$ cat src/rtl/adpll_loop_filter.sv
// adpll_loop_filter: proportional-integral loop filter for the ADPLL.
// Once per synchronised reference edge it waits for the phase detector to
// settle, samples the signed phase error and produces an unsigned DCO control
// word, plus lock and saturation status.
//
// Output handshake: ctrl_valid_o is a one-cycle strobe with no back-pressure.
// ctrl_word_o, locked_o and saturated_o change only in the cycle where
// ctrl_valid_o is high, and they hold their value until the next strobe.
module adpll_loop_filter #(
  parameter int PD_WIDTH      = 5,
  parameter int CTRL_WIDTH    = 10,
  parameter int KP_SHIFT      = 2,
  parameter int KI_SHIFT      = 3,
  parameter int SETTLE_CYCLES = 4,
  parameter int LOCK_THRESH   = 1,
  parameter int LOCK_COUNT    = 16
) (
  input  logic                                 fpga_clk_i,
  input  logic                                 reset_n_i,
  input  logic                                 enable_i,
  input  logic                                 reference_i,
  input  logic signed [PD_WIDTH-1:0]           pd_clock_cycles_i,
  output logic [CTRL_WIDTH-1:0]                ctrl_word_o,
  output logic                                 ctrl_valid_o,
  output logic                                 locked_o,
  output logic                                 saturated_o,
  output logic [2:0]                           debug_state_o,
  output logic signed [CTRL_WIDTH+KI_SHIFT-1:0] debug_acc_o
);

  // Integrator width gives KI_SHIFT fractional bits below the control LSB.
  localparam int INT_WIDTH = CTRL_WIDTH + KI_SHIFT;
  // The control sum is formed at full integrator precision plus two guard
  // bits, so it is exact for every reachable operand and the clamp below
  // only has to inspect the sign bit and the bits above CTRL_WIDTH.
  localparam int SUM_WIDTH = INT_WIDTH + 2;
  localparam int SCW       = $clog2(SETTLE_CYCLES + 1);
  localparam int LCW       = $clog2(LOCK_COUNT + 1);

  localparam logic [SUM_WIDTH-1:0]  CENTRE      = SUM_WIDTH'(1) << (CTRL_WIDTH - 1);
  localparam logic [CTRL_WIDTH-1:0] CTRL_RESET  = CTRL_WIDTH'(1) << (CTRL_WIDTH - 1);
  localparam logic [CTRL_WIDTH-1:0] CTRL_MAX    = {CTRL_WIDTH{1'b1}};
  localparam logic [INT_WIDTH-1:0]  ACC_MAX     = {1'b0, {(INT_WIDTH-1){1'b1}}};
  localparam logic [INT_WIDTH-1:0]  ACC_MIN     = {1'b1, {(INT_WIDTH-1){1'b0}}};
  localparam logic [SCW-1:0]        SETTLE_LOAD = SCW'(SETTLE_CYCLES);
  localparam logic [SCW-1:0]        SETTLE_LAST = SCW'(1);
  localparam logic [LCW-1:0]        LOCK_MAX    = LCW'(LOCK_COUNT);
  localparam logic [PD_WIDTH:0]     LOCK_LIMIT  = (PD_WIDTH + 1)'(LOCK_THRESH);

  typedef enum logic [2:0] {
    S_IDLE      = 3'd0,
    S_WAIT_EDGE = 3'd1,
    S_SETTLE    = 3'd2,
    S_SAMPLE    = 3'd3,
    S_UPDATE    = 3'd4
  } state_t;

  state_t                       state;
  logic [SCW-1:0]               settle_cnt;
  logic [LCW-1:0]               lock_cnt;
  logic signed [INT_WIDTH-1:0]  acc;

  logic                         ref_meta;
  logic                         ref_sync;
  logic                         ref_prev;
  logic                         rise;

  logic [INT_WIDTH:0]           acc_wide;
  logic signed [INT_WIDTH-1:0]  acc_next;
  logic signed [INT_WIDTH-1:0]  integ;
  logic [SUM_WIDTH-1:0]         prop;
  logic [SUM_WIDTH-1:0]         integ_ext;
  logic [SUM_WIDTH-1:0]         sum;
  logic [CTRL_WIDTH-1:0]        ctrl_next;
  logic                         sat_next;
  logic [PD_WIDTH:0]            err_ext;
  logic [PD_WIDTH:0]            err_abs;
  logic                         in_lock;
  logic [LCW-1:0]               lock_cnt_next;

  assign rise          = ref_sync & ~ref_prev;
  assign debug_state_o = state;
  assign debug_acc_o   = acc;

  // Two-flop synchroniser for the asynchronous reference, then an edge flop.
  always_ff @(posedge fpga_clk_i or negedge reset_n_i) begin
    if (!reset_n_i) begin
      ref_meta <= 1'b0;
      ref_sync <= 1'b0;
      ref_prev <= 1'b0;
    end else begin
      ref_meta <= reference_i;
      ref_sync <= ref_meta;
      ref_prev <= ref_sync;
    end
  end

  // Update datapath: saturating integrator, P and I terms, clamp, lock count.
  // It is evaluated on the word being sampled so the results can be
  // registered at the SAMPLE edge and appear together with the valid strobe.
  always_comb begin
    acc_wide = {acc[INT_WIDTH-1], acc}
             + {{(INT_WIDTH + 1 - PD_WIDTH){pd_clock_cycles_i[PD_WIDTH-1]}}, pd_clock_cycles_i};
    if (acc_wide[INT_WIDTH] != acc_wide[INT_WIDTH-1]) begin
      acc_next = acc_wide[INT_WIDTH] ? ACC_MIN : ACC_MAX;
    end else begin
      acc_next = acc_wide[INT_WIDTH-1:0];
    end

    prop = {{(SUM_WIDTH - PD_WIDTH){pd_clock_cycles_i[PD_WIDTH-1]}}, pd_clock_cycles_i}
           << KP_SHIFT;
    integ     = acc_next >>> KI_SHIFT;
    integ_ext = {{2{integ[INT_WIDTH-1]}}, integ};
    sum       = CENTRE + prop + integ_ext;

    ctrl_next = sum[CTRL_WIDTH-1:0];
    sat_next  = 1'b0;
    if (sum[SUM_WIDTH-1]) begin
      ctrl_next = '0;
      sat_next  = 1'b1;
    end else if (|sum[SUM_WIDTH-2:CTRL_WIDTH]) begin
      ctrl_next = CTRL_MAX;
      sat_next  = 1'b1;
    end

    // One extra bit so the most negative error has a representable magnitude.
    err_ext = {pd_clock_cycles_i[PD_WIDTH-1], pd_clock_cycles_i};
    err_abs = err_ext[PD_WIDTH] ? (~err_ext + 1'b1) : err_ext;
    in_lock = (err_abs <= LOCK_LIMIT);

    lock_cnt_next = '0;
    if (in_lock) begin
      lock_cnt_next = (lock_cnt == LOCK_MAX) ? lock_cnt : lock_cnt + 1'b1;
    end
  end

  // Sample sequencer and all filter state; disable returns everything to reset.
  always_ff @(posedge fpga_clk_i or negedge reset_n_i) begin
    if (!reset_n_i) begin
      state        <= S_IDLE;
      settle_cnt   <= '0;
      lock_cnt     <= '0;
      acc          <= '0;
      ctrl_word_o  <= CTRL_RESET;
      ctrl_valid_o <= 1'b0;
      locked_o     <= 1'b0;
      saturated_o  <= 1'b0;
    end else if (!enable_i) begin
      state        <= S_IDLE;
      settle_cnt   <= '0;
      lock_cnt     <= '0;
      acc          <= '0;
      ctrl_word_o  <= CTRL_RESET;
      ctrl_valid_o <= 1'b0;
      locked_o     <= 1'b0;
      saturated_o  <= 1'b0;
    end else begin
      ctrl_valid_o <= 1'b0;
      case (state)
        S_IDLE: begin
          state <= S_WAIT_EDGE;
        end
        S_WAIT_EDGE: begin
          if (rise) begin
            state      <= S_SETTLE;
            settle_cnt <= SETTLE_LOAD;
          end
        end
        S_SETTLE: begin
          // Edges arriving here are simply not looked at, hence dropped.
          if (settle_cnt == SETTLE_LAST) begin
            state <= S_SAMPLE;
          end else begin
            settle_cnt <= settle_cnt - 1'b1;
          end
        end
        S_SAMPLE: begin
          acc          <= acc_next;
          ctrl_word_o  <= ctrl_next;
          saturated_o  <= sat_next;
          lock_cnt     <= lock_cnt_next;
          locked_o     <= (lock_cnt_next == LOCK_MAX);
          ctrl_valid_o <= 1'b1;
          state        <= S_UPDATE;
        end
        S_UPDATE: begin
          state <= S_WAIT_EDGE;
        end
        default: begin
          state <= S_IDLE;
        end
      endcase
    end
  end

endmodule

$ cat config.mk
export PLATFORM = sky130hd
export DESIGN_NAME = adpll_loop_filter
export DESIGN_NICKNAME = d
export VERILOG_FILES = /design/src/rtl/adpll_loop_filter.sv
export SDC_FILE = /design/constraint.sdc
export NUM_CORES = 1
export LEC_CHECK = 0
export CORE_ASPECT_RATIO = 0.7
export CORE_MARGIN = 2
export CORE_UTILIZATION = 60
export DETAILED_ROUTE_END_ITERATION = 12
export MAX_ROUTING_LAYER = met4
export PLACE_DENSITY = 0.91
export SYNTH_ARGS = -nofsm -noshare
export SYNTH_HDL_FRONTEND = slang
export SYNTH_SLANG_ARGS = --single-unit
$ cat constraint.sdc
create_clock -name fpga_clk_i -period 7.2 [get_ports fpga_clk_i]
set_input_delay 1.44 -clock fpga_clk_i [delete_from_list [all_inputs] [get_ports fpga_clk_i]]
set_output_delay 1.44 -clock fpga_clk_i [all_outputs]
set_load 0.005 [all_outputs]
==> results.py, run 1 <==
metrics = {
    "outcome": {
        "status": "finished clean",
    },
    "pwr": {
        "switching_share_pct": 34.5,
        "p_seq_share_pct": 41.1,
        "max-vdd-ir-drop_v": 0.000144,
        "comb_power_share_pct": 32.4,
        "total_power_mw": 0.572,
        "power_leakage_nw": 1.69,
        "p_switching_mw": 0.197,
        "powerDensity_nw_per_um2": 151,
        "power_frac_clock_pct": 26.5,
        "p_int_mw": 0.375,
    },
    "layout": {
        "nFillCells": 408,
        "layout.cells.non_filler": 499,
        "diodes": 0,
        "multi_input_area_sq_um": 2160,
        "layout-drive-gt1-share_pct": 5.39,
        "finalNetCount": 471,
        "ff_latch_area_sq_um": 1000,
        "fin_area_sq_um": 3790,
        "area_delta_synth_final_pct": 15.7,
    },
    "synthesis": {
        "synthArstFlopShare_pct": 100,
        "synth_top_family_by_area": "compound AO/OA/AOI/OAI gates",
        "synthMuxAreaShare_pct": 0.649,
        "synth_compound_area_share_pct": 25.1,
        "synth_nets": 435,
        "synthSimpleGateAreaFrac_pct": 20.3,
        "syn_area_sq_um": 3280,
        "ys_ff_latch": 40,
        "synth_edf_count": 0,
        "syn_area_per_cell_sq_um": 8.40,
        "synthXorXnorAreaFrac_pct": 4.28,
        "synth.distinct_cells": 65,
        "synthAdderAreaFrac_pct": 15.5,
        "ys_warn_count": 0,
        "syn_inst": 390,
        "synth_flop_cell": "dfrtp_1",
        "yosysSeqAreaShare_pct": 30.6,
    },
    "floorplanning": {
        "fp.dieArea_sq_um": 6080,
        "die-width_um": 92.3,
        "ioPinCount": 38,
        "start_util_pct": 62.3,
        "die_y_um": 65.8,
        "core.rowCount": 22,
        "fp.coreArea_sq_um": 5260,
    },
    "cts": {
        "clock_sinks": 40,
        "cts.clk_slew.worst_paths_ns": 0.08,
        "cts_root_buffer": "clkbuf_8",
        "cts_tree": "done",
        "cts_buffers": 5,
        "cts_max_level": 2,
        "clockBufferDepth": 2,
        "cts_resized": 0,
        "cts_hold_buffers": 0,
        "cts_setup_buffers": 0,
        "clock_latency_ns": 0.30,
    },
    "sta": {
        "hold_viol_final": 0,
        "tns_ns": 0,
        "final.period_utilization_pct": 90.3,
        "hold_slack_ns": 0.356,
        "fmax_mhz": 154,
        "setup_viol": 0,
        "period_needed_ns": 6.50,
        "worst_pin_slew_ns": 0.865,
        "drv_slew": 0,
        "rsz0062_at_grt": "no",
        "slew_headroom_pct": 42.4,
        "fin_skew_ns": 0.00938,
    },
    "worst_setup_path": {
        "reg2reg_depth": 20,
        "rrSetupSlack_ns": 2.13,
        "critPathArrivalTime_ns": 6.69,
        "crit_chain": "clkdlybuf4s50_1 > buf_4 > ha_1 > a21o_1 > a21oi_2 > nor3b_2 > a21o_1 > nor2_1 > a211o_1 > and2_1 > ha_1 > ha_1 > fa_1 > a211oi_1 > o21bai_1 > a21oi_1 > xnor2_1 > o21ai_0 > a22o_1 > o311ai_0",
        "endpoint_kind": "register",
        "path_max_fanout": 12,
        "cp.required_ns": 7.39,
        "worstReg2RegEnd": "ctrl_word_o[9]",
        "crit_path_start_kind": "primary input",
        "r2r-start": "debug_acc_o[0]",
        "path_class": "in2reg",
        "max_stage_delay_ns": 0.61,
        "cp_top_family": "compound AO/OA/AOI/OAI gates",
        "slowest_stage": "clkdlybuf4s50_1",
        "critical_path_buf_inv_count": 2,
        "cp_common_cell": "ha_1",
    },
    "min_path": {
        "min_from": "ref_meta",
        "hold_class": "reg2reg",
        "worstHoldPathCells": 0,
        "worstHoldEndpoint": "ref_sync",
    },
    "global_route": {
        "grt_antenna_before_repair": 0,
        "gr-usage-met1_pct": 48.7,
        "grt_overflow": 0,
        "grt_use_met3_pct": 7.07,
        "gr-usage-met2_pct": 45.7,
        "grt_start_max_net_pins": 41,
        "grt_pass1_wl_um": 14800,
        "grtUsageTotal_pct": 32.6,
        "grt-busiest-layer": "met1",
        "grt_pass1_vias": 2906,
    },
    "placed_design": {
        "dp.cells": 491,
        "portBuffers": 37,
        "dp_hpwl_um": 6920,
        "gp_congestion": 1.01,
        "post_dp_cell_area_sq_um": 3700,
    },
    "detailed_routing": {
        "postRouteAntennaNets": 0,
        "drc": 0,
        "wl_per_cell_um": 17.8,
        "via_per_inst": 6.41,
        "vias": 3201,
        "drt_wl_total_um": 8880,
        "drt-pass1-iter-count": 5,
        "drtIter0Drc": 231,
    },
    "flow_run": {
        "cap_violations": 0,
    },
}
-- power groups by stage --
| stage | clock [mW] | combinational (mW) | sequential [mW] |
|---|---|---|---|
| global route | 0.165 | 0.205 | 0.236 |
| floorplan | 0 | 0.127 | 0.238 |
| finish | 0.152 | 0.186 | 0.235 |
| CTS | 0.152 | 0.181 | 0.235 |
| detailed placement | 0 | 0.180 | 0.239 |
| global placement | 0 | 0.174 | 0.239 |
-- cells by family after synthesis --
kind of cell / after synthesis
and+or+nand+nor: 137
AOI/OAI and AO/OA: 124
adders and majority gates: 40
DFF: 40
buffers and inverters: 31
xor gates and xnor gates: 16
muxes: 2
-- state kept, by name (all words and copies together) (netlist names), 3 cells and up --
signal	cells
settle_cnt	3
debug_state_o	3
debug_acc_o	13
ctrl_word_o	10
lock_cnt	5
-- through the flow --
step,utilization [%],worst slack (ns)
floorplan,-,1.67
global placement,70.5,0.685
detailed placement,70.5,0.448
CTS,72.1,0.781
global route,72.1,0.439
finish,72.1,0.696
-- cell type report --
cell class / count / share of cell area, %
clock buffers: 5 / 1.81
clock inverters: 3 / 0.495
inverters: 22 / 2.18
multi-input cells: 319 / 56.9
flip-flops and latches: 40 / 26.4
well taps: 72 / 2.38
repair buffers: 38 / 9.83
-- Yosys cell counts (3+ instances only) --
cell type / instances / share of area [%]
a211o_1: 3 / 0.80
a211oi_1: 5 / 1.1
a21o_1: 6 / 1.4
a21oi_1: 26 / 4.0
and2_1: 5 / 0.95
clkbuf_1: 8 / 0.92
dfrtp_1: 39 / 30
ha_1: 34 / 13
inv_1: 22 / 2.5
maj3_1: 3 / 0.92
nand2_1: 34 / 3.9
nand2b_1: 5 / 0.95
nand3_1: 15 / 2.3
nand3b_1: 3 / 0.69
nor2_1: 37 / 4.2
nor2b_1: 12 / 2.3
nor3_1: 13 / 2.0
o211ai_1: 7 / 1.6
o21a_1: 5 / 1.1
o21ai_0: 28 / 4.3
o21ai_1: 4 / 0.61
o21bai_1: 4 / 0.92
o31ai_1: 6 / 1.4
xnor2_1: 10 / 2.7
xor2_1: 6 / 1.6
-- routing by layer --
layer	wire length [um]	vias up
met5	0	-
met4	100	0
met3	883	15
met2	3750	162
met1	4150	1535
li1	-	1489
-- worst max path at each step --
stage	startpoint	end	slack, ns	depth (start not counted)
after global placement	pd_clock_cycles_i[4]	ctrl_word_o[9]	0.69	20
after detailed placement	pd_clock_cycles_i[4]	ctrl_word_o[9]	0.45	20
after CTS	pd_clock_cycles_i[4]	ctrl_word_o[9]	0.78	20
after floorplan	pd_clock_cycles_i[0]	ctrl_word_o[9]	1.67	20
after global routing	pd_clock_cycles_i[4]	ctrl_word_o[9]	0.44	20
final	pd_clock_cycles_i[4]	ctrl_word_o[9]	0.70	20
-- layout by cell type, fill, tap and decap left out, types with 4 or more instances in the layout --
cell type	n
clkbuf_8	5
and2_1	5
o21ai_1	4
o21bai_1	4
o21a_1	5
nand2_1	34
nand3_1	15
nand2b_1	5
nor3_1	13
o211ai_1	7
dfrtp_1	39
xor2_1	6
a21oi_1	26
a21o_1	6
xnor2_1	10
nor2_1	37
clkdlybuf4s50_1	36
ha_1	34
inv_1	22
o21ai_0	28
o31ai_1	6
nor2b_1	12
a211oi_1	5
-- worst register-to-register path, cell delays in order, from the launching register on --
cell and delay [ns]:
dfrtp_1 0.41, ha_1 0.22, inv_1 0.07, fa_1 0.39, nor2b_1 0.16, o31a_1 0.21, o21ai_1 0.14, a21oi_2 0.38
nand2_1 0.13, a211o_1 0.29, and2_1 0.17, ha_1 0.28, ha_1 0.23, fa_1 0.43, a211oi_1 0.33, o21bai_1 0.11
a21oi_1 0.21, xnor2_1 0.19, o21ai_0 0.11, a22o_1 0.20, o311ai_0 0.29
Power figures use the tool's default switching activity.
==> inputs of run 2 (changes only) <==
==> config.mk (replaced) <==
export PLATFORM = sky130hd
export DESIGN_NAME = adpll_loop_filter
export DESIGN_NICKNAME = d
export VERILOG_FILES = /design/src/rtl/adpll_loop_filter.sv
export SDC_FILE = /design/constraint.sdc
export NUM_CORES = 1
export LEC_CHECK = 0
export CELL_PAD_IN_SITES_DETAIL_PLACEMENT = 0
export CELL_PAD_IN_SITES_GLOBAL_PLACEMENT = 1
export CORE_MARGIN = 2
export CORE_UTILIZATION = 46
export DETAILED_ROUTE_END_ITERATION = 12
export MAX_ROUTING_LAYER = met4
export PLACE_DENSITY = 0.92
export SYNTH_ARGS = -nofsm -noshare
export SYNTH_HDL_FRONTEND = slang
export SYNTH_SLANG_ARGS = --single-unit
==> run 2 against run 1 <==
Count of clock-buffer cells in the layout stayed put. Cell area up 1.4%. Maximum frequency grew 0.28%. Worst hold slack improved by 0.0064 ns.
==> results.py, run 2 (synthesis gave the netlist of run 1 again) <==
metrics = {
    "cts": {
        "clock_latency_ns": 0.30,
        "clockBufferDepth": 2,
        "cts_max_level": 2,
        "cts_tree": "done",
        "cts_buffers": 5,
        "cts_root_buffer": "clkbuf_8",
        "cts.clk_slew.worst_paths_ns": 0.08,
        "cts_hold_buffers": 0,
        "cts_resized": 0,
        "cts_setup_buffers": 0,
        "clock_sinks": 40,
    },
    "floorplanning": {
        "start_util_pct": 48.0,
        "die-width_um": 88.4,
        "ioPinCount": 38,
        "fp.dieArea_sq_um": 7810,
        "core.rowCount": 30,
        "die_y_um": 88.4,
        "fp.coreArea_sq_um": 6830,
    },
    "sta": {
        "setup_viol": 0,
        "slew_headroom_pct": 37.9,
        "tns_ns": 0,
        "drv_slew": 0,
        "rsz0062_at_grt": "no",
        "fmax_mhz": 154,
        "setup_slack_ns": 0.714,
        "worst_pin_slew_ns": 0.931,
        "final.period_utilization_pct": 90.1,
        "hold_viol_final": 0,
        "fin_skew_ns": 0.00605,
        "period_needed_ns": 6.49,
    },
    "detailed_routing": {
        "wl_per_cell_um": 16.2,
        "vias": 3001,
        "postRouteAntennaNets": 0,
        "drc": 0,
        "drt_wl_total_um": 8490,
        "via_per_inst": 5.74,
        "drtIter0Drc": 244,
        "drt-pass1-iter-count": 5,
    },
    "global_route": {
        "grt_start_max_net_pins": 41,
        "grt_antenna_before_repair": 0,
        "grt_use_met3_pct": 5.04,
        "grt_pass1_vias": 2825,
        "grt_overflow": 0,
        "gr-usage-met1_pct": 34.0,
        "grt_pass1_wl_um": 13800,
        "gr-usage-met2_pct": 33.7,
        "grtUsageTotal_pct": 23.3,
        "grt-busiest-layer": "met1",
    },
    "pwr": {
        "max-vdd-ir-drop_v": 0.0000906,
        "total_power_mw": 0.608,
        "power_leakage_nw": 1.70,
        "powerDensity_nw_per_um2": 158,
    },
    "layout": {
        "final_common_cell": "dfrtp_1",
        "diodes": 0,
        "final_cell_mix": "dfrtp_1 (39), nor2_1 (37), clkdlybuf4s50_1 (36), nand2_1 (34), ha_1 (34)",
        "area_delta_synth_final_pct": 17.4,
        "multi_input_area_sq_um": 2160,
        "layout.cells.non_filler": 523,
        "largest_reg_flops": 13,
        "layout-drive-gt1-share_pct": 5.39,
        "utilization_pct": 56.3,
        "nFillCells": 634,
        "finalNetCount": 471,
        "ff_latch_area_sq_um": 1000,
    },
    "worst_setup_path": {
        "cp.required_ns": 7.39,
        "path_max_fanout": 12,
        "endpoint_kind": "register",
        "max_stage_delay_ns": 0.62,
        "cp-startpoint": "pd_clock_cycles_i[4]",
        "r2r-start": "debug_acc_o[0]",
        "worstReg2RegEnd": "ctrl_word_o[9]",
        "crit_chain": "clkdlybuf4s50_1 > ha_1 > a21o_1 > a21oi_2 > nor3b_2 > a21o_1 > nand2_2 > o21ai_2 > nor2_1 > ha_1 > ha_1 > fa_1 > a211oi_1 > o21bai_1 > a21oi_1 > xnor2_1 > o21ai_0 > a22o_1 > o311ai_0",
        "critical_path_buf_inv_count": 1,
        "path_class": "in2reg",
        "reg2reg_depth": 20,
        "slowest_stage": "clkdlybuf4s50_1",
        "critPathArrivalTime_ns": 6.67,
        "rrSetupSlack_ns": 2.16,
        "cp_common_cell": "ha_1",
        "crit_path_start_kind": "primary input",
        "cp_top_family": "compound AO/OA/AOI/OAI gates",
    },
    "placed_design": {
        "portBuffers": 37,
        "dp.cells": 515,
        "post-place-ws_ns": 0.462,
        "gp_congestion": 0.937,
        "dp_hpwl_um": 6460,
    },
    "min_path": {
        "hold_class": "reg2reg",
        "worstHoldEndpoint": "ref_sync",
        "min_from": "ref_meta",
        "worstHoldPathCells": 0,
    },
    "outcome": {
        "status": "finished clean",
    },
    "flow_run": {
        "cap_violations": 0,
    },
}
==> run 2: final cells by class <==
| type | instances | share of cell area (%) |
|---|---|---|
| well taps | 96 | 3.12 |
| inverters | 22 | 2.15 |
| flip-flops and latches | 40 | 26.1 |
| multi-input cells | 319 | 56.1 |
| clock buffers | 5 | 1.79 |
| repair buffers | 38 | 9.69 |
| clock inverters | 3 | 1.11 |
==> run 2: report_power, final <==
| part | switching, mW | total (mW) | leakage (nW) | internal (mW) |
|---|---|---|---|---|
| logic | 0.106 | 0.183 | 1.10 | 0.0774 |
| registers | 0.00470 | 0.235 | 0.544 | 0.230 |
| clock network | 0.0869 | 0.190 | 0.0541 | 0.103 |
| total | 0.197 | 0.608 | 1.70 | 0.410 |
==> run 2: metrics by stage <==
stage / hold slack, ns / area, sq um
finish: 0.363 / 3850
global route: 0.378 / 3850
CTS: 0.365 / 3850
detailed placement: 0.345 / 3730
global placement: 0.332 / 3730
floorplan: 0.331 / 3280
==> run 2: worst max-delay path by stage <==
stage	end	slack, ns	cells past startpoint
after floorplan	ctrl_word_o[9]	1.67	20
after global placement	ctrl_word_o[9]	0.62	19
after detailed placement	ctrl_word_o[9]	0.46	19
after CTS	ctrl_word_o[9]	0.77	19
after global routing	ctrl_word_o[9]	0.26	19
final	ctrl_word_o[9]	0.71	19
==> run 2: layer usage <==
layer	wire, um	part of all wire, %
met5	0	0
met4	97	1.1
met3	544	6.4
met2	3680	43
met1	4160	49
==> run 2: worst register-to-register path, cell delays in order, from the launching register on <==
cell and delay, ns:
dfrtp_1 0.40, ha_1 0.22, inv_1 0.08, fa_1 0.21, nor2b_1 0.07, o31a_1 0.27
o21ai_1 0.25, a21o_1 0.38, nand2_2 0.14, o21ai_2 0.35, nor2_1 0.15, ha_1 0.25
ha_1 0.22, fa_1 0.42, a211oi_1 0.33, o21bai_1 0.13, a21oi_1 0.20, xnor2_1 0.19
o21ai_0 0.12, a22o_1 0.21, o311ai_0 0.32
==> inputs of run 3 (changes only) <==
--- a/config.mk
+++ b/config.mk
@@ -7,11 +7,14 @@
 export LEC_CHECK = 0
 export CELL_PAD_IN_SITES_DETAIL_PLACEMENT = 0
 export CELL_PAD_IN_SITES_GLOBAL_PLACEMENT = 1
+export CORE_ASPECT_RATIO = 0.5
 export CORE_MARGIN = 2
 export CORE_UTILIZATION = 46
+export CTS_CLUSTER_DIAMETER = 50
 export DETAILED_ROUTE_END_ITERATION = 12
 export MAX_ROUTING_LAYER = met4
 export PLACE_DENSITY = 0.92
+export SKIP_CTS_REPAIR_TIMING = 1
 export SYNTH_ARGS = -nofsm -noshare
 export SYNTH_HDL_FRONTEND = slang
 export SYNTH_SLANG_ARGS = --single-unit
==> run 3 against run 2 <==
Largest power group unchanged. Sequential power about the same. Count of clock-buffer cells in the layout is 1 higher. Critical path depth grew 2. Highest routed layer unchanged. Global-route usage increased by 1.0 points. Register-to-register slack got worse by 0.05 ns. First-iteration DRC count increased by 9.0%. Cell count decreased by 0.76%. Combinational power about the same. Clock skew up 0.0012 ns. Clock power is 21% higher. Sequential share of layout area shrank 0.25 points.
==> results.py, run 3 (synthesis gave the netlist of run 1 again) <==
metrics = {
    "outcome": {
        "status": "finished clean",
    },
    "detailed_routing": {
        "wl_per_cell_um": 16.7,
        "drc": 0,
        "drtIter0Drc": 266,
        "vias": 3116,
        "drt-pass1-iter-count": 5,
        "postRouteAntennaNets": 0,
        "via_per_inst": 6.00,
        "drt_wl_total_um": 8660,
    },
    "pwr": {
        "max-vdd-ir-drop_v": 0.0000804,
        "p_seq_share_pct": 36.4,
        "p_int_mw": 0.445,
        "p_switching_mw": 0.202,
        "power_frac_clock_pct": 35.5,
        "comb_power_share_pct": 28.1,
        "power_leakage_nw": 1.71,
        "powerDensity_nw_per_um2": 167,
        "switching_share_pct": 31.2,
    },
    "sta": {
        "slew_headroom_pct": 39.4,
        "fin_skew_ns": 0.00726,
        "setup_viol": 0,
        "worst_pin_slew_ns": 0.909,
        "rsz0062_at_grt": "no",
        "tns_ns": 0,
        "hold_viol_final": 0,
        "period_needed_ns": 6.47,
        "final.period_utilization_pct": 89.9,
        "setup_slack_ns": 0.731,
        "drv_slew": 0,
        "fmax_mhz": 155,
    },
    "cts": {
        "clock_sinks": 40,
        "cts_root_buffer": "clkbuf_16",
        "cts_tree": "done",
        "cts.clk_slew.worst_paths_ns": 0.05,
        "clockBufferDepth": 2,
        "cts_max_level": 2,
        "cts_buffers": 5,
        "clock_latency_ns": 0.29,
    },
    "global_route": {
        "grt_pass1_wl_um": 14600,
        "grt_start_max_net_pins": 41,
        "grt_overflow": 0,
        "grt_pass1_vias": 2997,
        "grtUsageTotal_pct": 24.4,
        "grt_antenna_before_repair": 0,
    },
    "worst_setup_path": {
        "reg2reg_depth": 20,
        "cp-startpoint": "pd_clock_cycles_i[0]",
        "cp_common_cell": "ha_1",
        "rrSetupSlack_ns": 2.11,
        "cp_top_family": "compound AO/OA/AOI/OAI gates",
        "worstReg2RegEnd": "ctrl_word_o[9]",
        "critical_path_buf_inv_count": 2,
        "path_class": "in2reg",
        "crit_cells": 21,
        "critPathArrivalTime_ns": 6.64,
        "max_stage_delay_ns": 0.56,
        "slowest_stage": "clkdlybuf4s50_1",
        "crit_end": "ctrl_word_o[9]",
        "crit_path_start_kind": "primary input",
        "path_max_fanout": 9,
        "cp.required_ns": 7.37,
        "r2r-start": "debug_acc_o[0]",
        "crit_chain": "clkdlybuf4s50_1 > ha_1 > inv_1 > fa_1 > nor2b_1 > o31a_1 > o21ai_1 > a21oi_2 > nand2_1 > a211o_1 > and2_1 > ha_1 > ha_1 > fa_1 > a211oi_1 > o21bai_1 > a21oi_1 > xnor2_1 > o21ai_0 > a22o_1 > o311ai_0",
        "endpoint_kind": "register",
    },
    "floorplanning": {
        "die_y_um": 63.7,
        "fp.dieArea_sq_um": 7860,
        "ioPinCount": 38,
        "fp.coreArea_sq_um": 6780,
        "start_util_pct": 48.3,
        "core.rowCount": 21,
        "die-width_um": 123,
    },
    "layout": {
        "final_common_cell": "dfrtp_1",
        "diodes": 0,
        "final_cell_mix": "dfrtp_1 (39), nor2_1 (37), clkdlybuf4s50_1 (36), nand2_1 (34), ha_1 (34)",
        "fin_area_sq_um": 3880,
        "layout-drive-gt1-share_pct": 5.39,
        "area_delta_synth_final_pct": 18.5,
        "layout.cells.non_filler": 519,
        "finalNetCount": 471,
        "nFillCells": 603,
        "largest_reg_flops": 13,
        "utilization_pct": 57.3,
    },
    "placed_design": {
        "dp_hpwl_um": 6620,
        "post_dp_cell_area_sq_um": 3730,
        "dp.cells": 511,
        "gp_congestion": 0.885,
        "post-place-ws_ns": 0.551,
        "portBuffers": 37,
    },
    "min_path": {
        "hold_class": "reg2reg",
    },
    "flow_run": {
        "cap_violations": 0,
    },
}
==> run 3: cell types whose count changed in the layout (fill, tap and decap cells not counted), sizes merged <==
cell | before | now
clkbuf | 5 | 6
clkinv | 1 | 0
bufinv | 1 | 0
clkinvlp | 1 | 2
==> run 3: worst reg2reg max path: stages (launching register included) <==
cell and delay, ns:
dfrtp_1 0.36, ha_1 0.22, inv_1 0.07, fa_1 0.40, nor2b_1 0.17, o31a_1 0.19, o21ai_1 0.14, a21oi_2 0.42
nand2_1 0.14, a211o_1 0.30, and2_1 0.17, ha_1 0.28, ha_1 0.23, fa_1 0.42, a211oi_1 0.34, o21bai_1 0.13
a21oi_1 0.18, xnor2_1 0.19, o21ai_0 0.13, a22o_1 0.21, o311ai_0 0.28
==> run 3: power by group through the flow <==
| stage | clock, mW | sequential, mW | combinational, mW |
|---|---|---|---|
| floorplan | 0 | 0.238 | 0.127 |
| global placement | 0 | 0.239 | 0.174 |
| detailed placement | 0 | 0.239 | 0.179 |
| CTS | 0.230 | 0.235 | 0.180 |
| global route | 0.242 | 0.236 | 0.204 |
| finish | 0.230 | 0.236 | 0.182 |
==> run 3: layout make-up <==
class / count / area [sq um] / area share [%]
well taps: 92 / 115 / 2.96
clock buffers: 6 / 139 / 3.58
inverters: 22 / 82.6 / 2.13
repair buffers: 38 / 373 / 9.60
flip-flops and latches: 40 / 1000 / 25.8
clock inverters: 2 / 15.0 / 0.387
multi-input cells: 319 / 2160 / 55.5
==> run 3: worst min-delay path by stage <==
stage / startpoint / to / slack (ns) / depth (start not counted)
floorplan: ref_meta / ref_sync / 0.33 / 0
global placement: ref_meta / ref_sync / 0.33 / 0
detailed placement: ref_meta / ref_sync / 0.34 / 0
CTS: ref_meta / ref_sync / 0.35 / 0
global route: ref_meta / ref_sync / 0.35 / 0
finish: ref_meta / ref_sync / 0.35 / 0
==> run 3: stage by stage <==
step                      power (mW)  hold WS (ns)
after CTS                      0.645         0.352
after global routing           0.682         0.355
after floorplan                0.365         0.331
after global placement         0.413         0.335
final                          0.647         0.349
after detailed placement       0.418         0.339
==> run 3: routing by layer <==
metal	up-vias	wire [um]	global-route usage [%]
met5	-	0	-
met4	0	144	7.10
met3	13	381	2.99
met2	100	3920	37.3
met1	1512	4220	33.9
li1	1491	-	-
